--- config.mk ---
export PLATFORM = sky130hd
export DESIGN_NAME = br_resolve_flat
export DESIGN_NICKNAME = d
export VERILOG_FILES = /design/src/rtl/br_resolve_pkg.sv /design/src/rtl/br_resolve_if.sv /design/src/rtl/br_cmp.sv /design/src/rtl/br_resolve.sv /design/src/flat_wrapper.sv
export SDC_FILE = /design/constraint.sdc
export NUM_CORES = 1
export LEC_CHECK = 0
export CAP_MARGIN = 25
export CORE_UTILIZATION = 40
export CTS_BUF_LIST = sky130_fd_sc_hd__clkbuf_4
export DETAILED_ROUTE_END_ITERATION = 16
export GPL_TIMING_DRIVEN = 0
export PLACE_DENSITY = 0.67
export SLEW_MARGIN = 15
export SYNTH_ARGS = -nofsm -noshare
export SYNTH_HDL_FRONTEND = slang
export SYNTH_SLANG_ARGS = --single-unit
--- constraint.sdc ---
create_clock -name clk -period 4.35 [get_ports clk]
set_input_delay 0.6525 -clock clk [delete_from_list [all_inputs] [get_ports clk]]
set_output_delay 0.6525 -clock clk [all_outputs]
set_load 0.01 [all_outputs]
--- src/rtl/br_resolve_pkg.sv ---
// Shared definitions for branch resolution: opcodes, funct3 codes, FSM encoding
// and the B-immediate decoder that decode and execute both use.
package br_resolve_pkg;

    localparam logic [6:0] OP_BRANCH = 7'b1100011;
    localparam logic [6:0] OP_JALR   = 7'b1100111;

    localparam logic [2:0] F3_BEQ  = 3'b000;
    localparam logic [2:0] F3_BNE  = 3'b001;
    localparam logic [2:0] F3_BLT  = 3'b100;
    localparam logic [2:0] F3_BGE  = 3'b101;
    localparam logic [2:0] F3_BLTU = 3'b110;
    localparam logic [2:0] F3_BGEU = 3'b111;

    typedef enum logic {
        ST_IDLE,
        ST_SQUASH
    } br_state_t;

    // 13-bit signed branch offset; callers sign-extend to their datapath width.
    function automatic logic signed [12:0] b_imm(input logic [31:0] ir);
        logic unused_fields;
        unused_fields = ^{ir[24:12], ir[6:0]};
        return {ir[31], ir[7], ir[30:25], ir[11:8], 1'b0};
    endfunction

endpackage

--- src/rtl/br_resolve_if.sv ---
// EX-stage branch resolution bundle: instruction/operands in, redirect and stats out.
interface br_resolve_if #(
    parameter int XLEN  = 64,
    parameter int CNT_W = 64
);
    logic             ex_valid;
    logic [XLEN-1:0]  ex_pc;
    logic [31:0]      ex_ir;
    logic [XLEN-1:0]  ex_rs1;
    logic [XLEN-1:0]  ex_rs2;
    logic             ex_pr_taken;
    logic             redirect;
    logic [XLEN-1:0]  redirect_pc;
    logic             flush;
    logic             squash_ex;
    logic [CNT_W-1:0] br_cnt;
    logic [CNT_W-1:0] mp_cnt;

    modport master (
        output ex_valid, ex_pc, ex_ir, ex_rs1, ex_rs2, ex_pr_taken,
        input  redirect, redirect_pc, flush, squash_ex, br_cnt, mp_cnt
    );

    modport slave (
        input  ex_valid, ex_pc, ex_ir, ex_rs1, ex_rs2, ex_pr_taken,
        output redirect, redirect_pc, flush, squash_ex, br_cnt, mp_cnt
    );
endinterface

--- src/rtl/br_cmp.sv ---
// Branch condition evaluator: decides taken for a funct3 and flags the
// two reserved funct3 codes as not-a-branch.
module br_cmp
    import br_resolve_pkg::*;
#(
    parameter int XLEN = 64
) (
    input  logic [2:0]      funct3,
    input  logic [XLEN-1:0] rs1,
    input  logic [XLEN-1:0] rs2,
    output logic            taken,
    output logic            legal
);

    logic signed [XLEN-1:0] rs1_s;
    logic signed [XLEN-1:0] rs2_s;

    assign rs1_s = rs1;
    assign rs2_s = rs2;

    always_comb begin
        taken = 1'b0;
        legal = 1'b1;
        case (funct3)
            F3_BEQ:  taken = (rs1 == rs2);
            F3_BNE:  taken = (rs1 != rs2);
            F3_BLT:  taken = (rs1_s < rs2_s);
            F3_BGE:  taken = (rs1_s >= rs2_s);
            F3_BLTU: taken = (rs1 < rs2);
            F3_BGEU: taken = (rs1 >= rs2);
            default: legal = 1'b0;
        endcase
    end

endmodule

--- src/rtl/br_resolve.sv ---
// Execute-stage branch/JALR resolution: checks the decode prediction, issues a
// registered redirect on mismatch and squashes the wrong path for FLUSH_CYCLES.
module br_resolve
    import br_resolve_pkg::*;
#(
    parameter int XLEN         = 64,
    parameter int FLUSH_CYCLES = 2,
    parameter int CNT_W        = 64
) (
    input  logic         clk,
    input  logic         rst,
    br_resolve_if.slave  bus
);

    localparam int CW = $clog2(FLUSH_CYCLES + 1);

    logic [6:0]             opcode_p0;
    logic [2:0]             funct3_p0;
    logic                   taken_p0;
    logic                   legal_p0;
    logic                   is_br_p0;
    logic                   is_jalr_p0;
    logic                   mispredict_p0;
    logic                   event_p0;
    logic                   idle_p0;
    logic signed [12:0]     boff_p0;
    logic signed [XLEN-1:0] boff_x_p0;
    logic signed [XLEN-1:0] joff_x_p0;
    logic [XLEN-1:0]        tgt_taken_p0;
    logic [XLEN-1:0]        tgt_seq_p0;
    logic [XLEN-1:0]        tgt_jalr_p0;
    logic [XLEN-1:0]        tgt_p0;

    br_state_t              state;
    br_state_t              state_n;
    logic [CW-1:0]          cnt;
    logic [CW-1:0]          cnt_n;
    logic                   redirect_p1;
    logic                   flush_p1;
    logic [XLEN-1:0]        redirect_pc_p1;
    logic [CNT_W-1:0]       br_cnt;
    logic [CNT_W-1:0]       mp_cnt;

    // Stage p0: combinational decode, compare and target generation
    assign opcode_p0 = bus.ex_ir[6:0];
    assign funct3_p0 = bus.ex_ir[14:12];

    br_cmp #(.XLEN(XLEN)) u_cmp (
        .funct3 (funct3_p0),
        .rs1    (bus.ex_rs1),
        .rs2    (bus.ex_rs2),
        .taken  (taken_p0),
        .legal  (legal_p0)
    );

    assign idle_p0       = (state == ST_IDLE);
    assign is_br_p0      = bus.ex_valid && (opcode_p0 == OP_BRANCH) && legal_p0;
    assign is_jalr_p0    = bus.ex_valid && (opcode_p0 == OP_JALR) && (funct3_p0 == 3'b000);
    assign mispredict_p0 = is_br_p0 && (taken_p0 != bus.ex_pr_taken);
    assign event_p0      = idle_p0 && (mispredict_p0 || is_jalr_p0);

    assign boff_p0      = b_imm(bus.ex_ir);
    assign boff_x_p0    = {{(XLEN-13){boff_p0[12]}}, boff_p0};
    assign joff_x_p0    = {{(XLEN-12){bus.ex_ir[31]}}, bus.ex_ir[31:20]};
    assign tgt_taken_p0 = bus.ex_pc + boff_x_p0;
    assign tgt_seq_p0   = bus.ex_pc + XLEN'(4);
    assign tgt_jalr_p0  = (bus.ex_rs1 + joff_x_p0) & ~XLEN'(1);
    assign tgt_p0       = is_jalr_p0 ? tgt_jalr_p0 : (taken_p0 ? tgt_taken_p0 : tgt_seq_p0);

    always_comb begin
        state_n = state;
        cnt_n   = cnt;
        case (state)
            ST_IDLE: begin
                if (event_p0) begin
                    state_n = ST_SQUASH;
                    cnt_n   = CW'(FLUSH_CYCLES);
                end
            end
            ST_SQUASH: begin
                cnt_n = cnt - CW'(1);
                if (cnt == CW'(1)) begin
                    state_n = ST_IDLE;
                end
            end
            default: state_n = ST_IDLE;
        endcase
    end

    // Stage p1: registered redirect, squash window and statistics
    always_ff @(posedge clk) begin
        if (rst) begin
            state          <= ST_IDLE;
            cnt            <= '0;
            redirect_p1    <= 1'b0;
            flush_p1       <= 1'b0;
            redirect_pc_p1 <= '0;
            br_cnt         <= '0;
            mp_cnt         <= '0;
        end else begin
            state       <= state_n;
            cnt         <= cnt_n;
            redirect_p1 <= event_p0;
            flush_p1    <= event_p0;
            if (event_p0) begin
                redirect_pc_p1 <= tgt_p0;
            end
            if (idle_p0 && is_br_p0) begin
                br_cnt <= br_cnt + CNT_W'(1);
            end
            if (event_p0) begin
                mp_cnt <= mp_cnt + CNT_W'(1);
            end
        end
    end

    assign bus.redirect    = redirect_p1;
    assign bus.flush       = flush_p1;
    assign bus.redirect_pc = redirect_pc_p1;
    assign bus.squash_ex   = (state == ST_SQUASH);
    assign bus.br_cnt      = br_cnt;
    assign bus.mp_cnt      = mp_cnt;

endmodule

--- src/flat_wrapper.sv ---
// flat-port wrapper written by rule: the top's interface ports become plain ports
module br_resolve_flat import br_resolve_pkg::*;
#(
    parameter int XLEN         = 64,
    parameter int FLUSH_CYCLES = 2,
    parameter int CNT_W        = 64
)
  (clk, rst, bus_ex_valid, bus_ex_pc, bus_ex_ir, bus_ex_rs1, bus_ex_rs2, bus_ex_pr_taken, bus_redirect, bus_redirect_pc, bus_flush, bus_squash_ex, bus_br_cnt, bus_mp_cnt);
  br_resolve_if #(.XLEN(XLEN), .CNT_W(CNT_W)) bus_i ();
  input  logic clk;
  input  logic rst;
  input wire logic [$bits(bus_i.ex_valid)-1:0] bus_ex_valid;
  input wire logic [$bits(bus_i.ex_pc)-1:0] bus_ex_pc;
  input wire logic [$bits(bus_i.ex_ir)-1:0] bus_ex_ir;
  input wire logic [$bits(bus_i.ex_rs1)-1:0] bus_ex_rs1;
  input wire logic [$bits(bus_i.ex_rs2)-1:0] bus_ex_rs2;
  input wire logic [$bits(bus_i.ex_pr_taken)-1:0] bus_ex_pr_taken;
  output wire logic [$bits(bus_i.redirect)-1:0] bus_redirect;
  output wire logic [$bits(bus_i.redirect_pc)-1:0] bus_redirect_pc;
  output wire logic [$bits(bus_i.flush)-1:0] bus_flush;
  output wire logic [$bits(bus_i.squash_ex)-1:0] bus_squash_ex;
  output wire logic [$bits(bus_i.br_cnt)-1:0] bus_br_cnt;
  output wire logic [$bits(bus_i.mp_cnt)-1:0] bus_mp_cnt;
  assign bus_i.ex_valid = bus_ex_valid;
  assign bus_i.ex_pc = bus_ex_pc;
  assign bus_i.ex_ir = bus_ex_ir;
  assign bus_i.ex_rs1 = bus_ex_rs1;
  assign bus_i.ex_rs2 = bus_ex_rs2;
  assign bus_i.ex_pr_taken = bus_ex_pr_taken;
  assign bus_redirect = bus_i.redirect;
  assign bus_redirect_pc = bus_i.redirect_pc;
  assign bus_flush = bus_i.flush;
  assign bus_squash_ex = bus_i.squash_ex;
  assign bus_br_cnt = bus_i.br_cnt;
  assign bus_mp_cnt = bus_i.mp_cnt;
  br_resolve #(.XLEN(XLEN), .FLUSH_CYCLES(FLUSH_CYCLES), .CNT_W(CNT_W)) u_core (.clk(clk), .rst(rst), .bus(bus_i));
endmodule
==> impl_metrics.tcl <==
set metrics [dict create \
    synth_fp_nets 3132 \
    avgSynthCellArea_um2 7.45 \
    dp_hpwl_mm 69.4 \
    run_status "finished, final reports clean" \
    cp-start-kind "primary input" \
    ys_types 99 \
    core.rowCount 81 \
    min_from "u_core.bus.redirect_pc[13]" \
    cts_max_level 4 \
    rr_worst_depth 13 \
    path_cells "clkdlybuf4s50_1 -> ha_1 -> nor2b_1 -> o211ai_1 -> a2111oi_0 -> nor4b_2 -> o22a_1 -> nand3_2 -> mux2_4 -> nor2_2 -> clkbuf_2 -> nand2_1 -> a31oi_1 -> o31ai_1" \
    hp-class "reg -> reg" \
    skew_ps 30.6 \
    drive_gt1_frac 0.0484 \
    via_per_inst 5.92 \
    irDropWorstVdd_v 0.000138 \
    hold_buffers 0 \
    arrival_ps 4830 \
    drt-initial-drc-count 1764 \
    rr_endpoint "u_core.bus.mp_cnt[38]" \
    worst-path-max-fanout 10 \
    fp.dieH_um 227 \
    seq_area_frac_synth 0.194 \
    critical_path_class "in -> reg" \
    final_util 0.519 \
    finalMaxSlewViolations 0 \
    start_util 0.409 \
    drt_first_pass_iters 7 \
    power_density_nw_per_um2 195 \
    portBuffers 416 \
    period_minus_slack_ps 4270 \
    antenna_found_initial 4 \
    clkLatencyLatePin_ps 680 \
    synth_edf_count 0 \
    period_share 0.981 \
    final_cell_area_um2 25600 \
    cp_slowest_stage_delay_ps 560 \
    finalSetupViolCount 0 \
    seq_area_um2 3920 \
    numCtsBuffers 17 \
    max_freq_ghz 0.234 \
    die_x_um 227 \
    placed_area_um2 25200 \
    rsz0062_at_grt "false" \
    r2r-start "u_core.bus.mp_cnt[3]" \
    vias 22600 \
    clk_pin_slew_ps 180 \
    maxCapViolCount 0 \
    async_reset_ff_frac 0 \
    drtAntennaViolNets 0 \
    syn_inst 2710 \
    synth_warnings 0 \
    cts_tree "done" \
    grt_overflow 0 \
    whs_path_depth 2 \
    first_global_vias 21600 \
    clock-sinks 196 \
    clockRootBuffer "clkbuf_4" \
    clockBufferDepth 2 \
    hold_end "u_core.bus.redirect_pc[13]" \
    ys_ff_latch 196 \
    die_area_um2 51400 \
    drc 0 \
    final_nets 3570 \
    whs_ps 496 \
    gp_congestion 0.941 \
    slew_headroom 0.474 \
    p_leak_nw 10.1 \
    multi_input_area_um2 15300 \
    ys.flop_type "dfxtp_1" \
    rrSetupSlack_ps 770 \
    grt_first_pass_wirelength_mm 124 \
    hold_viol_final 0 \
    totalWireLength_mm 82.9 \
    n_fill_cell 4803 \
    routedWlPerCell_um 21.7 \
    io_pins 423 \
    worstSetupEndpointType "register" \
    required_ps 4920 \
    grt_usage 0.316 \
    area_delta_synth_final_pct 26.9 \
    synth_area_um2 20200 \
    grt_max_degree 59 \
    coreArea_um2 49400 \
    tightest_slew_ps 778 \
    crit_slowest_cell "nor4b_2" \
]
cells in the mapped netlist (12+ instances only):
master,count,area [um^2]
nand3_1,103,515
or3_1,17,106
mux2_1,18,203
and4_1,25,219
clkbuf_1,107,402
o21a_1,18,135
nor4_1,14,87.6
buf_2,24,120
nor2b_1,51,319
inv_1,114,428
o311ai_0,17,149
and3_1,56,350
dfxtp_1,196,3920
or4_1,15,113
and2_1,12,75.1
xor2_1,130,1140
o21ai_0,127,636
a31oi_1,55,344
a21o_1,79,593
nor3_1,48,240
a211oi_1,42,315
o211ai_1,50,375
nand4_1,78,488
nand2_1,286,1070
o41ai_1,25,219
ha_1,192,2400
nand2b_1,22,138
or2_2,24,150
nor2_1,230,863
xnor2_1,104,911
a21oi_1,199,996
o21bai_1,18,135
worst max path at each step:
stage	startpoint	slack, ps	end
5_1_grt	bus_ex_pc[26]	0.7	u_core.bus.redirect_pc[57]
6_report	bus_ex_rs1[1]	80	u_core.bus.redirect_pc[13]
3_3_place_gp	bus_ex_ir[31]	-4020	u_core.bus.redirect_pc[63]
4_1_cts	bus_ex_rs2[63]	10	u_core.bus.mp_cnt[3]
2_1_floorplan	bus_ex_rs2[63]	820	u_core.bus.mp_cnt[53]
3_5_place_dp	bus_ex_rs1[1]	-1030	u_core.bus.mp_cnt[38]
power by group:
part / switching [mW] / internal (mW)
Clock: 0.745 / 0.310
Sequential: 0.00206 / 1.80
Combinational: 1.30 / 0.839
Total: 2.05 / 2.95
per-layer routing:
metal	part of all wire	track usage	vias up
met5	0.00029	0	-
met4	0.039	0.126	4
met3	0.075	0.0574	139
met2	0.48	0.548	907
met1	0.41	0.382	10700
li1	-	-	10900
through the flow:
stage | TNS, ps | worst slack, ps | power, mW | cells
5_1_grt | 0 | 0.658 | 5.24 | 3825
4_1_cts | 0 | 14.2 | 4.97 | 3822
3_5_place_dp | -106390 | -1030 | 3.93 | 3791
3_3_place_gp | -228250 | -4020 | 3.92 | 3790
2_1_floorplan | 0 | 823 | 3.13 | 2710
6_report | 0 | 82.3 | 5.00 | 3827
placed cells by master (no fill, tap or decap), types with 104 or more instances in the layout:
master and count:
a21oi_1 199, clkdlybuf4s50_1 415, dfxtp_1 196, ha_1 192, inv_1 114, nand2_1 286
nor2_1 230, o21ai_0 127, xnor2_1 104, xor2_1 130
layout make-up:
class                   count  share of cell area
clock inverters            14             0.00635
multi-input cells        2259               0.599
inverters                 116              0.0170
clock buffers              17             0.00498
repair buffers            419               0.164
well taps                 664              0.0324
diodes                      3            0.000293
flip-flops and latches    196               0.153
plain buffers             139              0.0231
sequential cells by signal, summed over array words and instances, names as in the netlist:
register	cells
u_core.bus.br_cnt	64
u_core.bus.mp_cnt	64
u_core.bus.redirect_pc	64
u_core.cnt	2
u_core.bus.redirect	1
u_core.bus.squash_ex	1
cell families (layout without fill, tap and decap cells):
| group | Yosys count | in the layout | synth area share |
|---|---|---|---|
| and+or+nand+nor | 1029 | 1029 | 0.259 |
| AOI/OAI and AO/OA | 762 | 762 | 0.251 |
| buffers and inverters | 255 | 705 | 0.0506 |
| xor gates and xnor gates | 234 | 234 | 0.102 |
| DFF | 196 | 196 | 0.194 |
| adders and majority gates | 194 | 194 | 0.121 |
| muxes | 40 | 40 | 0.0224 |
| other | 0 | 3 | 0 |
worst max-delay path, delay by kind of cell:
family / cells / cell delay, ps
adders and majority gates: 1 / 270
AOI/OAI and AO/OA: 5 / 1230
buffers and inverters: 2 / 880
muxes: 1 / 440
and+or+nand+nor: 5 / 1350
repair_timing:
item                                    in CTS  in global routing
endpoints found under the setup margin     105                110
setup buffers                                0                  1
pin swaps                                    0                  2
gates resized for setup                      3                 20
Note: power is estimated with default switching activity, not from simulation.
